### src/rtl/microsequencer_pkg.sv
// Shared definitions for the ARC control-store sequencer: microword field
// positions, branch-condition codes, FSM state encoding and reset address.
package microsequencer_pkg;

  localparam int DATAWIDTH_BUS_ADDRESS = 11;
  localparam int DATAWIDTH_BUS_WORD    = 41;
  localparam int DATAWIDTH_BUS_IR      = 32;

  // Microword field bit positions (bit 40 is the MSB).
  localparam int A_MSB      = 40;
  localparam int A_LSB      = 35;
  localparam int AMUX_BIT   = 34;
  localparam int B_MSB      = 33;
  localparam int B_LSB      = 28;
  localparam int BMUX_BIT   = 27;
  localparam int C_MSB      = 26;
  localparam int C_LSB      = 21;
  localparam int CMUX_BIT   = 20;
  localparam int RD_BIT     = 19;
  localparam int WR_BIT     = 18;
  localparam int ALU_MSB    = 17;
  localparam int ALU_LSB    = 14;
  localparam int COND_MSB   = 13;
  localparam int COND_LSB   = 11;
  localparam int JADDR_MSB  = 10;
  localparam int JADDR_LSB  = 0;

  // PSR_NZVC bit positions, {N,Z,V,C}.
  localparam int FLAG_N = 3;
  localparam int FLAG_Z = 2;
  localparam int FLAG_V = 1;
  localparam int FLAG_C = 0;

  // IR bit that selects the immediate form; tested by COND_IR13.
  localparam int IR_I_BIT = 13;

  // Branch condition codes carried in the COND field.
  typedef enum logic [2:0] {
    COND_NEXT   = 3'b000,
    COND_N      = 3'b001,
    COND_Z      = 3'b010,
    COND_V      = 3'b011,
    COND_C      = 3'b100,
    COND_IR13   = 3'b101,
    COND_JUMP   = 3'b110,
    COND_DECODE = 3'b111
  } cond_e;

  // Microcycle phases.
  typedef enum logic [1:0] {
    FETCH = 2'd0,
    EXEC  = 2'd1,
    WAIT  = 2'd2
  } state_e;

  localparam logic [DATAWIDTH_BUS_ADDRESS-1:0] RESET_ADDR = '0;

  // Instruction decode target: {1, op, op3, 00}. Each instruction gets a
  // four-word slot in the upper half of the control store.
  function automatic logic [DATAWIDTH_BUS_ADDRESS-1:0] decode_addr(
    input logic [DATAWIDTH_BUS_IR-1:0] ir
  );
    return {1'b1, ir[31:30], ir[24:19], 2'b00};
  endfunction

endpackage

### src/rtl/microsequencer_cbl.sv
// Control branch logic: purely combinational next-address selection from the
// microword COND/JUMP_ADDR fields, the current address, the flags and the IR.
module microsequencer_cbl
  import microsequencer_pkg::*;
(
  input  logic [2:0]                       i_cond,
  input  logic [DATAWIDTH_BUS_ADDRESS-1:0] i_jump_addr,
  input  logic [DATAWIDTH_BUS_ADDRESS-1:0] i_address,
  input  logic [3:0]                       i_psr_nzvc,
  input  logic [DATAWIDTH_BUS_IR-1:0]      i_ir,
  output logic [DATAWIDTH_BUS_ADDRESS-1:0] o_next_addr
);

  logic [DATAWIDTH_BUS_ADDRESS-1:0] w_seq_addr;
  logic                             w_take;
  cond_e                            w_cond;
  logic                             w_unused_ir;

  // Sequential successor; the 11-bit add wraps 2047 -> 0 silently.
  assign w_seq_addr = i_address + 11'd1;
  assign w_cond     = cond_e'(i_cond);

  // Only op, op3 and the i bit steer sequencing; the rest of the IR is data.
  assign w_unused_ir = ^{i_ir[29:25], i_ir[18:14], i_ir[12:0]};

  // Evaluate the branch condition selected by COND.
  always_comb begin
    w_take = 1'b0;
    case (w_cond)
      COND_NEXT:   w_take = 1'b0;
      COND_N:      w_take = i_psr_nzvc[FLAG_N];
      COND_Z:      w_take = i_psr_nzvc[FLAG_Z];
      COND_V:      w_take = i_psr_nzvc[FLAG_V];
      COND_C:      w_take = i_psr_nzvc[FLAG_C];
      COND_IR13:   w_take = i_ir[IR_I_BIT];
      COND_JUMP:   w_take = 1'b1;
      COND_DECODE: w_take = 1'b0;
      default:     w_take = 1'b0;
    endcase
  end

  // Pick the next address: decode target, jump target or sequential.
  always_comb begin
    o_next_addr = w_seq_addr;
    if (w_cond == COND_DECODE) begin
      o_next_addr = decode_addr(i_ir);
    end else if (w_take) begin
      o_next_addr = i_jump_addr;
    end
  end

endmodule

### src/rtl/microsequencer.sv
// Control-store address sequencer. Runs a FETCH/EXEC microcycle, stretches
// EXEC into WAIT cycles while a memory access is outstanding, and strobes the
// datapath in the one cycle the current microword commits.
//
// Handshake: a microword with RD or WR set requests memory; MEM_ACK is the
// completion and is sampled only in EXEC (for such a word) and in WAIT. The
// access completes in the first such cycle with MEM_ACK=1, which is also the
// cycle EXEC_STROBE is high and ADDRESS loads at the closing edge. RD and WR
// together form one access needing one MEM_ACK.
module microsequencer
  import microsequencer_pkg::*;
(
  input  logic                             CLK,
  input  logic                             RESET_InLow,
  input  logic [DATAWIDTH_BUS_WORD-1:0]    MIR_WORD,
  input  logic [DATAWIDTH_BUS_IR-1:0]      IR,
  input  logic [3:0]                       PSR_NZVC,
  input  logic                             MEM_ACK,
  output logic [DATAWIDTH_BUS_ADDRESS-1:0] ADDRESS,
  output logic                             EXEC_STROBE,
  output logic                             MEM_WAIT,
  output logic [1:0]                       o_dbg_state
);

  state_e                           r_state;
  state_e                           w_state_next;
  logic                             w_load;
  logic                             w_mem_access;
  logic [DATAWIDTH_BUS_ADDRESS-1:0] w_next_addr;
  logic                             w_unused_mir;

  // Datapath-control fields of the microword are not used for sequencing.
  assign w_unused_mir = ^{MIR_WORD[A_MSB:CMUX_BIT], MIR_WORD[ALU_MSB:ALU_LSB]};

  assign w_mem_access = MIR_WORD[RD_BIT] | MIR_WORD[WR_BIT];

  microsequencer_cbl u_cbl (
    .i_cond      (MIR_WORD[COND_MSB:COND_LSB]),
    .i_jump_addr (MIR_WORD[JADDR_MSB:JADDR_LSB]),
    .i_address   (ADDRESS),
    .i_psr_nzvc  (PSR_NZVC),
    .i_ir        (IR),
    .o_next_addr (w_next_addr)
  );

  // State register; reset returns to FETCH immediately.
  always_ff @(posedge CLK or negedge RESET_InLow) begin
    if (!RESET_InLow) begin
      r_state <= FETCH;
    end else begin
      r_state <= w_state_next;
    end
  end

  // Next state and the commit decision for the current microword.
  always_comb begin
    w_state_next = r_state;
    w_load       = 1'b0;
    case (r_state)
      FETCH: begin
        w_state_next = EXEC;
      end
      EXEC: begin
        if (w_mem_access && !MEM_ACK) begin
          w_state_next = WAIT;
        end else begin
          w_load       = 1'b1;
          w_state_next = FETCH;
        end
      end
      WAIT: begin
        if (MEM_ACK) begin
          w_load       = 1'b1;
          w_state_next = FETCH;
        end
      end
      default: begin
        w_state_next = FETCH;
      end
    endcase
  end

  // Address register loads only when the microword commits.
  always_ff @(posedge CLK or negedge RESET_InLow) begin
    if (!RESET_InLow) begin
      ADDRESS <= RESET_ADDR;
    end else if (w_load) begin
      ADDRESS <= w_next_addr;
    end
  end

  // Registered stall indicator: high exactly while in WAIT.
  always_ff @(posedge CLK or negedge RESET_InLow) begin
    if (!RESET_InLow) begin
      MEM_WAIT <= 1'b0;
    end else begin
      MEM_WAIT <= (w_state_next == WAIT);
    end
  end

  assign EXEC_STROBE = w_load;
  assign o_dbg_state = r_state;

endmodule

### config.mk
export PLATFORM = sky130hd
export DESIGN_NAME = microsequencer
export DESIGN_NICKNAME = d
export VERILOG_FILES = /design/src/rtl/microsequencer_pkg.sv /design/src/rtl/microsequencer_cbl.sv /design/src/rtl/microsequencer.sv
export SDC_FILE = /design/constraint.sdc
export NUM_CORES = 1
export LEC_CHECK = 0
export BUFFER_PORTS_ARGS = -buffer_cell sky130_fd_sc_hd__buf_2
export CAP_MARGIN = 20
export CORE_MARGIN = 3
export CORE_UTILIZATION = 42
export CTS_BUF_LIST = sky130_fd_sc_hd__clkbuf_8
export DETAILED_ROUTE_END_ITERATION = 10
export PLACE_DENSITY = 0.95
export RECOVER_POWER = 100
export SLEW_MARGIN = 40
export SYNTH_ARGS = -nofsm -noshare
export SYNTH_HDL_FRONTEND = slang
export SYNTH_HIERARCHICAL = 1
export SYNTH_SLANG_ARGS = --single-unit
### constraint.sdc
create_clock -name CLK -period 3.3 [get_ports CLK]
set_input_delay 0 -clock CLK [delete_from_list [all_inputs] [get_ports CLK]]
set_output_delay 0 -clock CLK [all_outputs]
set_load 0.02 [all_outputs]
==> results.yml, run 1 <==
sta:
  drv_slew: 0
  rsz0062_at_grt: "no"
  hold_viol: 0
  max_freq_ghz: 0.4521
  tns_ns: 0
  skew_ns: 0.003263
  holdWs_ns: 0.1395
  fin_crit_sh_pct: 67.02
  finalSetupViolCount: 0
  finalCriticalPeriod_ns: 2.212
  relSlewSlack_pct: 48.96
  worst_slew_pin_slew_ns: 0.7657
hold_path:
  hold_path_depth: 3
  min_from: "MIR_WORD[0]"
  hold_path.class: "input pin to register"
  min_to: "ADDRESS[0]"
routing:
  vias: 925
  top_layer: "met4"
  wire_per_inst_um: 14.13
  vias_per_cell: 5.316
  drt-initial-drc-count: 19
  dr.pass1.iters: 4
  drc_errors: 0
  dr_wl_met2_mm: 1.265
  drt-total-wl_mm: 2.459
  wirelength_met1_um: 973
  antenna_left: 0
  wl_met3_um: 192
power_and_ir_drop:
  p_seq_share_pct: 33.2
  power.internal_mw: 0.5956
  ir_drop_uv: 430.0
  pwr-share-clk_pct: 12.6
  p_sw_mw: 0.5066
  p_leak_nw: 0.5567
  combPwrFrac_pct: 54.2
  switching_share_pct: 45.96
  cellPowerDensity_nw_per_um2: 843.0
outcome:
  status: "finished clean"
floorplanning:
  coreArea_um2: 2297
  fp.dieH_um: 56.35
  design.portCount: 95
  initial_core_util_pct: 46.35
  die_x_um: 56.35
  die-area_um2: 3175
  rows: 17
worst_setup_path:
  rr_startpoint: "o_dbg_state[1]"
  cp.arrival_ns: 2.21
  cp-end-kind: "output port"
  critPathMaxFanout: 7
  start_kind: "register"
  required_ns: 3.30
  crit_start: "o_dbg_state[1]"
  reg2reg_slack_ns: 1.13
  worst_r2r_path_depth: 6
  critPathKind: "register to output port"
  reg2reg_to: "ADDRESS[7]"
synthesis:
  yosysWarnings: 6
  ys_ff_latch: 14
  synth_cell_types: 32
  syn_nets: 183
  synth_ff_type: "dfrtp_1"
  netlist_instances: 98
  yosysMostFrequentCell: "dfrtp_1"
  synth_top_area_cell: "dfrtp_1"
  syn_area_um2: 1065
  ys_seq_area_share_pct: 32.90
  synth_edf_count: 0
  yosys.area.top_type_share_pct: 32.90
  synthTopCellsByCount: "dfrtp_1 (14), mux2_4 (9), a31oi_1 (7)"
  synth_area_leaders: "dfrtp_1 (33%), mux2_4 (13%), ha_1 (5.9%)"
  syn_area_per_cell_um2: 10.87
  async_flop_share_pct: 100.0
placed_design:
  hpwlAfterDp_mm: 1.915
  gp_congestion: 0.7565
  dp_cells: 168
  place_area_um2: 1284
  port_buffers: 46
final_layout:
  seqCellArea_um2: 350.3
  num-fill-cells: 230
  fin_area_um2: 1308
  area_delta_synth_final_pct: 22.80
  antenna_cells: 0
  multiInputGateArea_um2: 631.9
  drive_gt1_share_pct: 30.82
  instances_no_fill: 174
  nNetsFinal: 233
clock_tree:
  cts_setup_buffers: 0
  clk_latency_ns: 0.24
  numCtsBuffers: 3
  clock_sinks: 14
  clockBufferDepth: 2
  cts_tree: "yes"
  clk_pin_slew_worst_paths_ns: 0.06
  cts-htree-levels: 1
  cts-root-buf: "clkbuf_8"
grt:
  track_usage_pct: 16.32
  grt_pass1_wl_mm: 4.133
  grt_overflow: 0
  grt_pass1_vias: 952
  antenna_found_initial: 0
  grt_max_degree: 22
flow_run:
  max_cap_violations: 0
==> timing repair <==
item                                   in CTS  in global routing
endpoints found under the hold margin      15                  0
hold buffers                                2                  0
gates resized for setup                     0                  0
==> cell usage in the layout, fill, tap and decap left out, types with 3 or more instances in the layout <==
| cell | n |
|---|---|
| nor2_1 | 4 |
| inv_1 | 4 |
| ha_1 | 5 |
| clkbuf_1 | 17 |
| a31oi_1 | 7 |
| nand3_1 | 6 |
| clkbuf_8 | 3 |
| buf_2 | 30 |
| nand2_1 | 6 |
| dfrtp_1 | 14 |
| xnor2_1 | 5 |
| xor2_1 | 4 |
| nand3_2 | 3 |
| mux2_1 | 7 |
| o221a_1 | 3 |
| nor3_1 | 3 |
| o22ai_1 | 5 |
==> state kept, by name, summed over array words and instances (netlist names) <==
register     count
o_dbg_state      2
ADDRESS         11
MEM_WAIT         1
==> final cells by class <==
cell class | count | share of cell area [%]
Multi-Input combinational cell | 76 | 48.33
Sequential cell | 14 | 26.79
Timing Repair Buffer | 49 | 17.89
Clock buffer | 3 | 3.158
Tap cell | 28 | 2.679
Inverter | 4 | 1.148
==> worst max-delay path, stage by stage (launching register included) <==
cell and delay, ns:
dfrtp_1 0.42, inv_1 0.10, ha_1 0.31, nand2_1 0.10, o31ai_4 0.41, clkbuf_1 0.34
clkbuf_1 0.28
==> through the flow <==
stage	setup WS (ns)	power, mW	util [%]
2_1_floorplan	1.479	0.8888	-
3_3_place_gp	1.282	1.017	55.88
3_5_place_dp	1.177	1.054	55.88
4_1_cts	1.131	1.201	58.55
5_1_grt	0.9508	1.186	56.92
6_report	1.088	1.102	56.92
==> power by group through the flow <==
stage	combinational (mW)	sequential (mW)	clock, mW
finish	0.598	0.365	0.139
global route	0.649	0.385	0.152
CTS	0.690	0.367	0.145
detailed placement	0.686	0.368	0
global placement	0.660	0.356	0
floorplan	0.439	0.450	0
==> worst max-delay path by stage <==
stage,to
final,EXEC_STROBE
after global placement,ADDRESS[1]
after global routing,EXEC_STROBE
after floorplan,ADDRESS[10]
after detailed placement,ADDRESS[0]
after CTS,EXEC_STROBE
==> logic make-up after synthesis <==
group	after synthesis	share of synthesized area [%]
compound gates	23	17.51
xor+xnor	9	7.403
fa+ha+maj	5	5.875
flops	14	32.90
simple gates	27	14.81
mux	12	15.75
buf+inv	8	5.757
==> layer usage <==
layer	vias up	GRT usage [%]
li1	460	-
met1	425	18.58
met2	36	29.22
met3	4	3.908
met4	0	6.102
met5	-	0
Note: power is estimated with default switching activity, not from simulation.
==> run 2, diff against run 1 <==
CORE_UTILIZATION = 39   (was 42)
clock period = 2.08 ns   (was 3.3 ns; I/O delays follow)
==> results.yml, run 2 (synthesis results as in run 1) <==
outcome:
  status: "finished clean"
worst_setup_path:
  critPathMaxFanout: 12
  reg2reg_to: "ADDRESS[4]"
  worst_r2r_path_depth: 6
  cp-end-kind: "output port"
  required_ns: 2.08
  rr_startpoint: "o_dbg_state[1]"
  start_kind: "register"
  reg2reg_slack_ns: 0.29
  cp.arrival_ns: 1.82
  critPathKind: "register to output port"
final_layout:
  largest_reg_flops: 11
  nNetsFinal: 235
  area_delta_synth_final_pct: 25.03
  num-fill-cells: 260
  regMostFlops: "ADDRESS"
  final_common_cell: "buf_2"
  drive_gt1_share_pct: 32.21
  antenna_cells: 0
  mostFrequentLayoutCells: "buf_2 (30), clkbuf_1 (16), dfrtp_1 (14), mux2_1 (8), a31oi_1 (7)"
  multiInputGateArea_um2: 620.6
  seqCellArea_um2: 350.3
floorplanning:
  rows: 18
  initial_core_util_pct: 41.84
  design.portCount: 95
  fp.dieH_um: 58.25
  coreArea_um2: 2545
  die-area_um2: 3393
  die_x_um: 58.25
grt:
  grt_overflow: 0
  grt_pass1_vias: 909
  track_usage_pct: 15.02
  grt_pass1_wl_mm: 3.836
  grt_max_degree: 22
  antenna_found_initial: 0
routing:
  wire_per_inst_um: 13.75
  drt-initial-drc-count: 24
  dr.pass1.iters: 3
  antenna_left: 0
  vias_per_cell: 5.229
  vias: 936
  drc_errors: 0
  drt-total-wl_mm: 2.461
power_and_ir_drop:
  cellPowerDensity_nw_per_um2: 1345
  p_seq_share_pct: 32.4
  switching_share_pct: 45.16
  p_sw_mw: 0.8085
  pwr-share-clk_pct: 15.0
  power.internal_mw: 0.9819
  p_leak_nw: 0.5727
  ir_drop_uv: 689.3
  combPwrFrac_pct: 52.6
clock_tree:
  clk_pin_slew_worst_paths_ns: 0.06
  cts_tree: "yes"
  cts.repair.resized: 0
  clock_sinks: 14
  cts-htree-levels: 1
  clk_latency_ns: 0.25
  clockBufferDepth: 2
  cts-root-buf: "clkbuf_8"
  numCtsBuffers: 3
  cts_setup_buffers: 0
sta:
  finalSetupViolCount: 0
  worst_slew_pin_slew_ns: 0.7621
  hold_viol: 0
  holdWs_ns: 0.1263
  finalCriticalPeriod_ns: 1.818
  skew_ns: 0.002238
  rsz0062_at_grt: "no"
  fin_crit_sh_pct: 87.39
  tns_ns: 0
  max_freq_ghz: 0.5501
  relSlewSlack_pct: 49.19
  drv_slew: 0
hold_path:
  hold_path_depth: 3
  min_from: "MIR_WORD[0]"
  hold_path.class: "input pin to register"
  min_to: "ADDRESS[0]"
placed_design:
  port_buffers: 46
  hpwlAfterDp_mm: 1.894
  gp_congestion: 0.7411
flow_run:
  max_cap_violations: 0
[run 2: cell types whose count changed in the layout (fill, tap and decap cells not counted), sizes merged]
cell / before / now
buf: 30 / 33
[run 2: metal layers]
layer / up-vias / track usage [%] / share of wire, %
li1: 467 / - / -
met1: 431 / 16.58 / 40
met2: 33 / 27.26 / 50
met3: 5 / 2.450 / 7.3
met4: 0 / 7.947 / 2.0
met5: - / 0 / 0
[run 2: stage by stage]
| step | cell area [µm²] | total power, mW | util (%) | std cells | setup slack (ns) |
|---|---|---|---|---|---|
| 4_1_cts | 1384 | 1.961 | 54.38 | 179 | 0.2744 |
| 5_1_grt | 1331 | 1.918 | 52.31 | 179 | 0.1595 |
| 3_3_place_gp | 1309 | 1.631 | 51.43 | 173 | 0.3048 |
| 3_5_place_dp | 1309 | 1.679 | 51.43 | 173 | 0.2939 |
| 6_report | 1331 | 1.790 | 52.31 | 179 | 0.2622 |
| 2_1_floorplan | 1065 | 1.410 | - | 98 | 0.2594 |
[run 2: repair_timing]
action | 4_1_cts | 5_1_grt
endpoints found under the hold margin | 15 | 0
endpoints found under the setup margin | 0 | 0
hold buffers | 2 | 0
[run 2: worst max-delay path, stage by stage, from the launching register on]
cell and delay, ns:
dfrtp_1 0.42, inv_1 0.08, ha_1 0.31, nand2_1 0.09, o31ai_4 0.17, buf_4 0.24
clkbuf_1 0.26
[run 2: worst max-delay path by stage]
stage	startpoint	end	slack, ns	depth (start not counted)
3_5_place_dp	o_dbg_state[1]	ADDRESS[0]	0.29	6
5_1_grt	o_dbg_state[1]	EXEC_STROBE	0.16	6
2_1_floorplan	o_dbg_state[1]	ADDRESS[10]	0.26	6
4_1_cts	o_dbg_state[1]	ADDRESS[0]	0.27	6
3_3_place_gp	o_dbg_state[1]	ADDRESS[1]	0.30	6
6_report	o_dbg_state[1]	EXEC_STROBE	0.26	6
[run 2: area by class of cell]
class / instances / area share (%)
tap: 30 / 2.820
multi-input combinational: 76 / 46.62
clock buffer: 4 / 4.135
inverter: 4 / 1.128
sequential: 14 / 26.32
timing repair buffer: 51 / 18.98
[run 2: power groups by stage]
| stage | logic, mW | registers (mW) | clock network (mW) |
|---|---|---|---|
| 2_1_floorplan | 0.696 | 0.714 | 0 |
| 3_3_place_gp | 1.06 | 0.572 | 0 |
| 3_5_place_dp | 1.10 | 0.583 | 0 |
| 4_1_cts | 1.10 | 0.583 | 0.277 |
| 5_1_grt | 1.03 | 0.605 | 0.285 |
| 6_report | 0.942 | 0.579 | 0.269 |
